==> config.mk <==
export PLATFORM = sky130hd
export DESIGN_NAME = dino_collision_detect_flat
export DESIGN_NICKNAME = d
export VERILOG_FILES = /design/src/rtl/dino_collision_detect_if.sv /design/src/rtl/dino_collision_detect.sv /design/src/flat_wrapper.sv
export SDC_FILE = /design/constraint.sdc
export NUM_CORES = 1
export LEC_CHECK = 0
export BUFFER_PORTS_ARGS = -buffer_cell sky130_fd_sc_hd__buf_4
export CAP_MARGIN = 20
export CORE_AREA = 2 2 180 182
export CTS_CLUSTER_SIZE = 8
export DETAILED_ROUTE_END_ITERATION = 16
export DIE_AREA = 0 0 182 184
export GPL_TIMING_DRIVEN = 0
export PLACE_DENSITY = 0.49
export REMOVE_ABC_BUFFERS = 1
export SETUP_SLACK_MARGIN = 0.05
export SYNTH_ARGS = -nofsm -noshare
export SYNTH_HDL_FRONTEND = slang
export SYNTH_SLANG_ARGS = --single-unit
==> constraint.sdc <==
create_clock -name clk -period 3.6 [get_ports clk]
set_input_delay 0.9 -clock clk [delete_from_list [all_inputs] [get_ports clk]]
set_output_delay 0.9 -clock clk [all_outputs]
set_load 0.02 [all_outputs]
==> src/rtl/dino_collision_detect_if.sv <==
// Avalon-style register bus between game software and the collision detector.
// A transfer happens on any clock edge where chipselect is high together with
// write or read; there is no wait state. readdata is registered: it holds the
// addressed value from the edge after the read strobe until the next read.
interface dino_collision_detect_if;
  logic        chipselect;
  logic        write;
  logic        read;
  logic [2:0]  address;
  logic [31:0] writedata;
  logic [31:0] readdata;

  modport master (output chipselect, write, read, address, writedata, input readdata);
  modport slave  (input chipselect, write, read, address, writedata, output readdata);
endinterface

==> src/rtl/dino_collision_detect.sv <==
// Per-frame dino/obstacle overlap counter with sticky hit flags and a level irq.
// Counts are committed once per frame when the raster reaches the first blank line.
module dino_collision_detect #(
  parameter int NUM_OBS    = 4,
  parameter int CNT_W      = 16,
  parameter int VACTIVE    = 480,
  parameter int DEF_THRESH = 4
) (
  input  logic               clk,
  input  logic               reset_n,
  input  logic [10:0]        hcount,
  input  logic [9:0]         vcount,
  input  logic               blank_n,
  input  logic               dino_vis,
  input  logic [NUM_OBS-1:0] obs_vis,
  dino_collision_detect_if.slave bus,
  output logic               irq,
  output logic [1:0]         o_dbg_state
);

  typedef enum logic [1:0] {IDLE, ARM, ACCUM, COMMIT} state_t;

  state_t             r_state, w_next;
  logic [1:0]         r_ctrl;
  logic [NUM_OBS-1:0] r_hit;
  logic [15:0]        r_frame_cnt;
  logic [CNT_W-1:0]   r_thresh;
  logic [CNT_W-1:0]   r_acc [NUM_OBS];
  logic [CNT_W-1:0]   r_ovl [NUM_OBS];
  logic [31:0]        r_readdata;
  logic               r_irq;

  logic               w_enable, w_sof, w_eof, w_acc_en, w_commit, w_acc_clr;
  logic               w_wr, w_rd;
  logic [NUM_OBS-1:0] w_w1c, w_set;
  logic [31:0]        w_rdata;
  logic               w_unused_bits;

  assign w_enable = r_ctrl[0];
  assign w_sof    = (hcount == 11'd0) && (vcount == 10'd0);
  assign w_eof    = (hcount == 11'd0) && (vcount == 10'(VACTIVE));
  // The start-of-frame cycle that moves ARM to ACCUM is already part of the frame.
  assign w_acc_en  = w_enable && ((r_state == ACCUM) || (r_state == ARM && w_sof));
  assign w_commit  = w_enable && (r_state == COMMIT);
  assign w_acc_clr = !w_enable || (r_state == IDLE) || (r_state == COMMIT);
  assign w_wr      = bus.chipselect && bus.write;
  assign w_rd      = bus.chipselect && bus.read;
  assign w_w1c     = (w_wr && bus.address == 3'd1) ? bus.writedata[NUM_OBS-1:0] : '0;
  assign w_unused_bits = &{1'b0, bus.writedata[31:CNT_W]};

  always_comb begin
    w_next = r_state;
    if (!w_enable) begin
      w_next = IDLE;
    end else begin
      case (r_state)
        IDLE:    w_next = ARM;
        ARM:     if (w_sof) w_next = ACCUM;
        ACCUM:   if (w_eof) w_next = COMMIT;
        COMMIT:  w_next = ARM;
        default: w_next = IDLE;
      endcase
    end
  end

  always_comb begin
    w_set = '0;
    for (int i = 0; i < NUM_OBS; i++) begin
      w_set[i] = w_commit && (r_acc[i] >= r_thresh);
    end
  end

  always_comb begin
    w_rdata = '0;
    case (bus.address)
      3'd0: w_rdata[1:0]         = r_ctrl;
      3'd1: w_rdata[NUM_OBS-1:0] = r_hit;
      3'd2: w_rdata[15:0]        = r_frame_cnt;
      3'd7: w_rdata[CNT_W-1:0]   = r_thresh;
      default: begin
        for (int i = 0; i < NUM_OBS; i++) begin
          if (bus.address == 3'(3 + i)) w_rdata[CNT_W-1:0] = r_ovl[i];
        end
      end
    endcase
  end

  always_ff @(posedge clk or negedge reset_n) begin
    if (!reset_n) begin
      r_state     <= IDLE;
      r_ctrl      <= '0;
      r_hit       <= '0;
      r_frame_cnt <= '0;
      r_thresh    <= CNT_W'(DEF_THRESH);
      r_readdata  <= '0;
      r_irq       <= 1'b0;
      for (int i = 0; i < NUM_OBS; i++) begin
        r_acc[i] <= '0;
        r_ovl[i] <= '0;
      end
    end else begin
      r_state <= w_next;
      if (w_wr && bus.address == 3'd0) r_ctrl   <= bus.writedata[1:0];
      if (w_wr && bus.address == 3'd7) r_thresh <= bus.writedata[CNT_W-1:0];
      // A commit setting a bit beats a software clear of the same bit.
      r_hit <= (r_hit & ~w_w1c) | w_set;
      if (w_commit) r_frame_cnt <= r_frame_cnt + 16'd1;
      if (w_rd) r_readdata <= w_rdata;
      r_irq <= r_ctrl[1] && (|r_hit);
      for (int i = 0; i < NUM_OBS; i++) begin
        if (w_commit) r_ovl[i] <= r_acc[i];
        if (w_acc_clr) begin
          r_acc[i] <= '0;
        end else if (w_acc_en && blank_n && dino_vis && obs_vis[i] &&
                     (r_acc[i] != {CNT_W{1'b1}})) begin
          r_acc[i] <= r_acc[i] + CNT_W'(1);
        end
      end
    end
  end

  assign bus.readdata = r_readdata;
  assign irq          = r_irq;
  assign o_dbg_state  = r_state;

endmodule

==> src/flat_wrapper.sv <==
// flat-port wrapper written by rule: the top's interface ports become plain ports
module dino_collision_detect_flat 
#(
  parameter int NUM_OBS    = 4,
  parameter int CNT_W      = 16,
  parameter int VACTIVE    = 480,
  parameter int DEF_THRESH = 4
)
  (clk, reset_n, hcount, vcount, blank_n, dino_vis, obs_vis, irq, o_dbg_state, bus_chipselect, bus_write, bus_read, bus_address, bus_writedata, bus_readdata);
  dino_collision_detect_if bus_i ();
  input  logic clk;
  input  logic reset_n;
  input  logic [10:0] hcount;
  input  logic [9:0] vcount;
  input  logic blank_n;
  input  logic dino_vis;
  input  logic [NUM_OBS-1:0] obs_vis;
  output logic irq;
  output logic [1:0] o_dbg_state;
  input wire logic [$bits(bus_i.chipselect)-1:0] bus_chipselect;
  input wire logic [$bits(bus_i.write)-1:0] bus_write;
  input wire logic [$bits(bus_i.read)-1:0] bus_read;
  input wire logic [$bits(bus_i.address)-1:0] bus_address;
  input wire logic [$bits(bus_i.writedata)-1:0] bus_writedata;
  output wire logic [$bits(bus_i.readdata)-1:0] bus_readdata;
  assign bus_i.chipselect = bus_chipselect;
  assign bus_i.write = bus_write;
  assign bus_i.read = bus_read;
  assign bus_i.address = bus_address;
  assign bus_i.writedata = bus_writedata;
  assign bus_readdata = bus_i.readdata;
  dino_collision_detect #(.NUM_OBS(NUM_OBS), .CNT_W(CNT_W), .VACTIVE(VACTIVE), .DEF_THRESH(DEF_THRESH)) u_core (.clk(clk), .reset_n(reset_n), .hcount(hcount), .vcount(vcount), .blank_n(blank_n), .dino_vis(dino_vis), .obs_vis(obs_vis), .bus(bus_i), .irq(irq), .o_dbg_state(o_dbg_state));
endmodule
==> results of run 1 <==
-- registers in the layout (all words and copies together), names as in the netlist --
register,count
u_core.r_hit,4
u_core.r_acc,64
u_core.o_dbg_state,2
u_core.r_thresh,16
u_core.r_ovl,64
u_core.irq,1
u_core.r_ctrl,2
u_core.r_frame_cnt,16
u_core.bus.readdata,16
-- cell usage in the layout (no fill, tap or decap), types with 9 or more instances in the layout --
cell type / instances
a21oi_1: 59
inv_1: 30
a221oi_1: 12
a21o_1: 24
ha_1: 73
nand4_1: 38
mux2i_1: 10
o21ai_0: 43
and3_1: 15
a211oi_1: 21
conb_1: 16
nand2b_1: 9
clkbuf_16: 17
or4_1: 42
o31ai_1: 29
mux2_2: 42
nor2_1: 29
nor4_1: 12
xnor2_1: 12
or3_1: 16
o211ai_1: 15
a22oi_1: 13
dfrtp_1: 184
nand3_1: 40
buf_4: 69
nand2_1: 244
-- critical path: stages --
cell and delay, ps:
buf_4 110, or4_4 550, o41a_2 850, buf_12 330, or4_1 520, a21oi_1 160
-- metal layers --
metal	track usage (%)	vias to the layer above
met5	0	-
li1	-	4347
met2	33.7	143
met1	27.5	4466
met4	4.84	0
met3	2.89	26
-- power breakdown --
group / switching [mW] / internal, mW / leakage, nW / total, mW
Combinational: 0.823 / 0.413 / 2.88 / 1.24
Clock: 0.915 / 0.907 / 0.271 / 1.82
Sequential: 0.119 / 2.18 / 2.53 / 2.30
Total: 1.86 / 3.50 / 5.68 / 5.35
-- layout make-up --
class / count / area (sq um)
well taps: 402 / 503
repair buffers: 80 / 728
fillers: 3168 / 19000
flip-flops and latches: 185 / 4630
clock inverters: 13 / 116
inverters: 30 / 113
clock buffers: 19 / 433
multi-input cells: 891 / 5830
-- through the flow --
| step | setup TNS, ps | hold WS [ps] |
|---|---|---|
| 3_5_place_dp | 0 | 455 |
| 4_1_cts | 0 | 455 |
| 5_1_grt | 0 | 477 |
| 2_1_floorplan | -118 | 438 |
| 3_3_place_gp | -71420 | 454 |
| 6_report | 0 | 442 |
-- kinds of logic after synthesis --
family          synth area share (%)
xor+xnor                        1.20
mux                             6.48
fa+ha+maj                       8.36
flops                           42.4
other cells                   0.0343
compound gates                  15.7
buf+inv                         4.93
simple gates                    20.9
-- worst min path at each step --
| stage | startpoint | endpoint | slack (ps) | depth (start not counted) |
|---|---|---|---|---|
| global route | reset_n | u_core.r_frame_cnt[2] | 480 | 1 |
| detailed placement | u_core.r_frame_cnt[15] | u_core.r_frame_cnt[15] | 450 | 1 |
| CTS | reset_n | u_core.r_ovl[4] | 450 | 1 |
| finish | reset_n | u_core.r_frame_cnt[2] | 440 | 1 |
| global placement | u_core.r_ovl[9] | u_core.r_ovl[9] | 450 | 2 |
| floorplan | u_core.r_frame_cnt[15] | u_core.r_frame_cnt[15] | 440 | 1 |
==> results.yml, run 1 <==
outcome:
  status: "finished, final reports clean"
yosys:
  yosysSeqAreaShare_pct: 42.4
  ys_ff_latch: 185
  yosys.cell_count.top_type: "nand2_1"
  synthCells: 1177
  dominantRegCellSynth: "dfrtp_1"
  synthTopCellsByArea: "dfrtp_1 (42%), nand2_1 (8.5%), ha_1 (8.4%)"
  yosysTopAreaCell: "dfrtp_1"
  synth_async_sr_flop_share_pct: 100
  synth_edf_count: 0
  yosysUniqueCellTypes: 56
  synth_common_cells: "nand2_1 (246), dfrtp_1 (184), ha_1 (73)"
  yosys_warnings: 0
  syn_area_per_cell_sq_um: 9.28
  synth_area_sq_mm: 0.0109
  synth_top_area_share_pct: 42.1
critical_path:
  start_kind: "primary input"
  cp_max_fo: 59
  r2r-end: "u_core.r_acc[13]"
  critPathCaptureType: "flop"
  worstSetupPathType: "primary input to flop"
  reg2reg_slack_ps: 510
  reg2regPathDepth: 4
  worstPathArrival_ps: 3470
  crit_path_start: "vcount[5]"
  worst_ep_required_time_ps: 3950
  crit_path_end: "u_core.r_acc[32]"
  worstReg2RegStart: "u_core.r_ctrl[0]"
drt:
  drc: 0
  wl_met1_mm: 15.5
  route.met2.wl_mm: 15.6
  wl_per_cell_um: 20.0
  firstDrtPassIters: 5
  vias_per_cell: 5.54
  top_layer_used: "met4"
  first_iter_violations: 545
  antenna_left: 0
  drt-total-wl_mm: 32.3
  wl_met3_um: 897
  vias: 8982
placed_design:
  dpl_cell_area_sq_mm: 0.0118
  hpwl_mm: 22.7
  place_worst_setup_slack_ps: 27.5
  gp_congestion: 0.805
  dp_cells: 1587
  numPortBuffers: 69
power_and_ir_drop:
  power_density_mw_per_mm2: 433
  p_leak_nw: 5.68
  ir_drop_mv: 0.304
  p_total_mw: 5.35
layout:
  layout-drive-gt1-share_pct: 14.0
  fin_cells: 1620
  final_cell_area_sq_mm: 0.0124
  nets: 1345
  final_util_pct: 39.4
  syn_to_final_growth_pct: 13.1
  diodes: 0
floorplan:
  initial_utilization_pct: 34.8
  dieArea_sq_mm: 0.0335
  die_w_um: 182
  core_area_sq_mm: 0.0314
  std_cell_rows: 65
  ioPinCount: 102
  die_h_um: 184
flow_run:
  drv_cap: 0
clock_network:
  clockBufferDepth: 2
  h-tree-depth: 4
  path_clk_slew_ps: 70
  cts_made_buffers: 17
  cts_setup_buffers: 0
  cts_tree: "done"
  cts_sinks: 185
  cts-root-buf: "clkbuf_16"
  holdBufCountCts: 0
  worst_skew_pair.late_latency_ps: 450
  ctsResizeCount: 0
timing:
  drv_slew: 0
  min_period_ps: 3120
  finalCritPeriodShare_pct: 86.6
  rsz0062_at_grt: "false"
  worst_pin_slew_ps: 1000
  setup-violations-final: 0
  max_freq_mhz: 321
  slew-limit-headroom_pct: 32.4
  hold_viol_final: 0
  setup_ws_ps: 481
  fin_skew_ps: 16.7
grt:
  grt_usage_pct: 20.1
  overflow: 0
  antenna_found_initial: 0
  grt_max_degree: 109
  grt_pass1_vias: 8913
  grt_pass1_wl_mm: 51.9
hold_path:
  hold_path_class: "primary input to async pin"
Note: power is estimated with default switching activity, not from simulation.
==> run 2: changes to the inputs <==
Settings changed: CTS_BUF_LIST set to sky130_fd_sc_hd__clkbuf_4 sky130_fd_sc_hd__clkbuf_8.
==> run 2 against run 1 <==
Against the previous run:
- total power shrank 8.6%
- maximum frequency grew 0.50%
- flip-flop and latch count is the same
- clock power shrank 25%
- critical path type is now flop to flop
- count of clock-buffer cells in the layout is the same
- first-iteration DRC count grew 0.37%
- die area is the same
- cell area shrank 1.5%
- highest routed layer unchanged
- via count grew 0.31%
- hold slack lost 48 ps
- worst setup slack gained 16 ps
==> results.yml, run 2 (synthesis results as in run 1) <==
placed_design:
  dpl_cell_area_sq_mm: 0.0118
  gp_congestion: 0.805
  hpwl_mm: 22.7
  dp_cells: 1587
  numPortBuffers: 69
  place_worst_setup_slack_ps: 27.5
hold_path:
  hold_path_class: "primary input to async pin"
drt:
  wl_per_cell_um: 19.9
  vias: 9010
  drc: 0
  firstDrtPassIters: 5
  antenna_left: 0
  first_iter_violations: 547
  drt-total-wl_mm: 32.3
  vias_per_cell: 5.56
layout:
  syn_to_final_growth_pct: 11.4
  layout_commonest_cell: "nand2_1"
  layout-drive-gt1-share_pct: 14.2
  fin_cells: 1620
  final_util_pct: 38.8
  diodes: 0
  nets: 1345
  final_cell_area_sq_mm: 0.0122
  biggestRegsByFlops: "u_core.r_acc (64), u_core.r_ovl (64)"
  final_cell_mix: "nand2_1 (244), dfrtp_1 (184), ha_1 (73), buf_4 (69), a21oi_1 (59)"
critical_path:
  reg2regPathDepth: 4
  reg2reg_slack_ps: 500
  cp_max_fo: 18
  worst_ep_required_time_ps: 4000
  start_kind: "flop"
  r2r-end: "u_core.r_acc[13]"
  critPathCaptureType: "flop"
  worstPathArrival_ps: 3500
  worstReg2RegStart: "u_core.r_ctrl[0]"
  crit_path_start: "u_core.r_ctrl[0]"
  worstSetupPathType: "flop to flop"
floorplan:
  std_cell_rows: 65
  die_w_um: 182
  dieArea_sq_mm: 0.0335
  initial_utilization_pct: 34.8
  core_area_sq_mm: 0.0314
  die_h_um: 184
  ioPinCount: 102
flow_run:
  drv_cap: 0
power_and_ir_drop:
  p_leak_nw: 5.60
  power_density_mw_per_mm2: 402
  ir_drop_mv: 0.191
  p_total_mw: 4.89
timing:
  drv_slew: 0
  worst_pin_slew_ps: 997
  holdWs_ps: 394
  max_freq_mhz: 322
  setup-violations-final: 0
  setup_ws_ps: 497
  slew-limit-headroom_pct: 32.6
  fin_skew_ps: 20.3
  rsz0062_at_grt: "false"
  hold_viol_final: 0
  min_period_ps: 3100
  fin_tns_setup_ps: 0
  finalCritPeriodShare_pct: 86.2
clock_network:
  cts_setup_buffers: 0
  clockBufferDepth: 2
  cts_made_buffers: 17
  ctsResizeCount: 0
  h-tree-depth: 4
  cts-root-buf: "clkbuf_8"
  holdBufCountCts: 0
  cts_sinks: 185
  worst_skew_pair.late_latency_ps: 490
  path_clk_slew_ps: 110
  cts_tree: "done"
grt:
  grt_max_degree: 109
  grt_pass1_vias: 8878
  grt_usage_pct: 20.0
  grt_pass1_wl_mm: 51.8
  overflow: 0
  antenna_found_initial: 0
outcome:
  status: "finished, final reports clean"
[run 2: worst max-delay path by stage]
stage,to,slack (ps),depth (start not counted)
floorplan,u_core.r_acc[11],-5,4
global placement,u_core.r_acc[6],-1060,6
detailed placement,u_core.r_acc[41],30,6
CTS,u_core.r_acc[13],520,4
global route,u_core.r_acc[8],300,4
finish,u_core.r_acc[13],500,4
[run 2: where the power goes]
group	leakage, nW	switching [mW]	internal [mW]
Clock	0.191	0.848	0.515
Sequential	2.53	0.118	2.18
Combinational	2.88	0.822	0.413
Total	5.60	1.79	3.11
[run 2: area by class of cell]
class	instances	area, sq um
timing repair buffer	80	728
multi-input combinational	891	5830
clock inverter	13	116
fill	3185	19200
tap	402	503
inverter	30	113
clock buffer	19	249
sequential	185	4630
[run 2: layer usage]
metal	share of wire [%]	up-vias	global-route usage [%]
li1	-	4346	-
met1	47	4486	27.4
met2	49	155	33.8
met3	3.4	23	2.77
met4	1.2	0	4.65
met5	0	-	0
[run 2: worst max-delay path, stage by stage, from the launching register on]
cell	delay, ps
dfrtp_1	610
and3_1	870
nand3_1	710
or4_1	660
a21oi_1	150
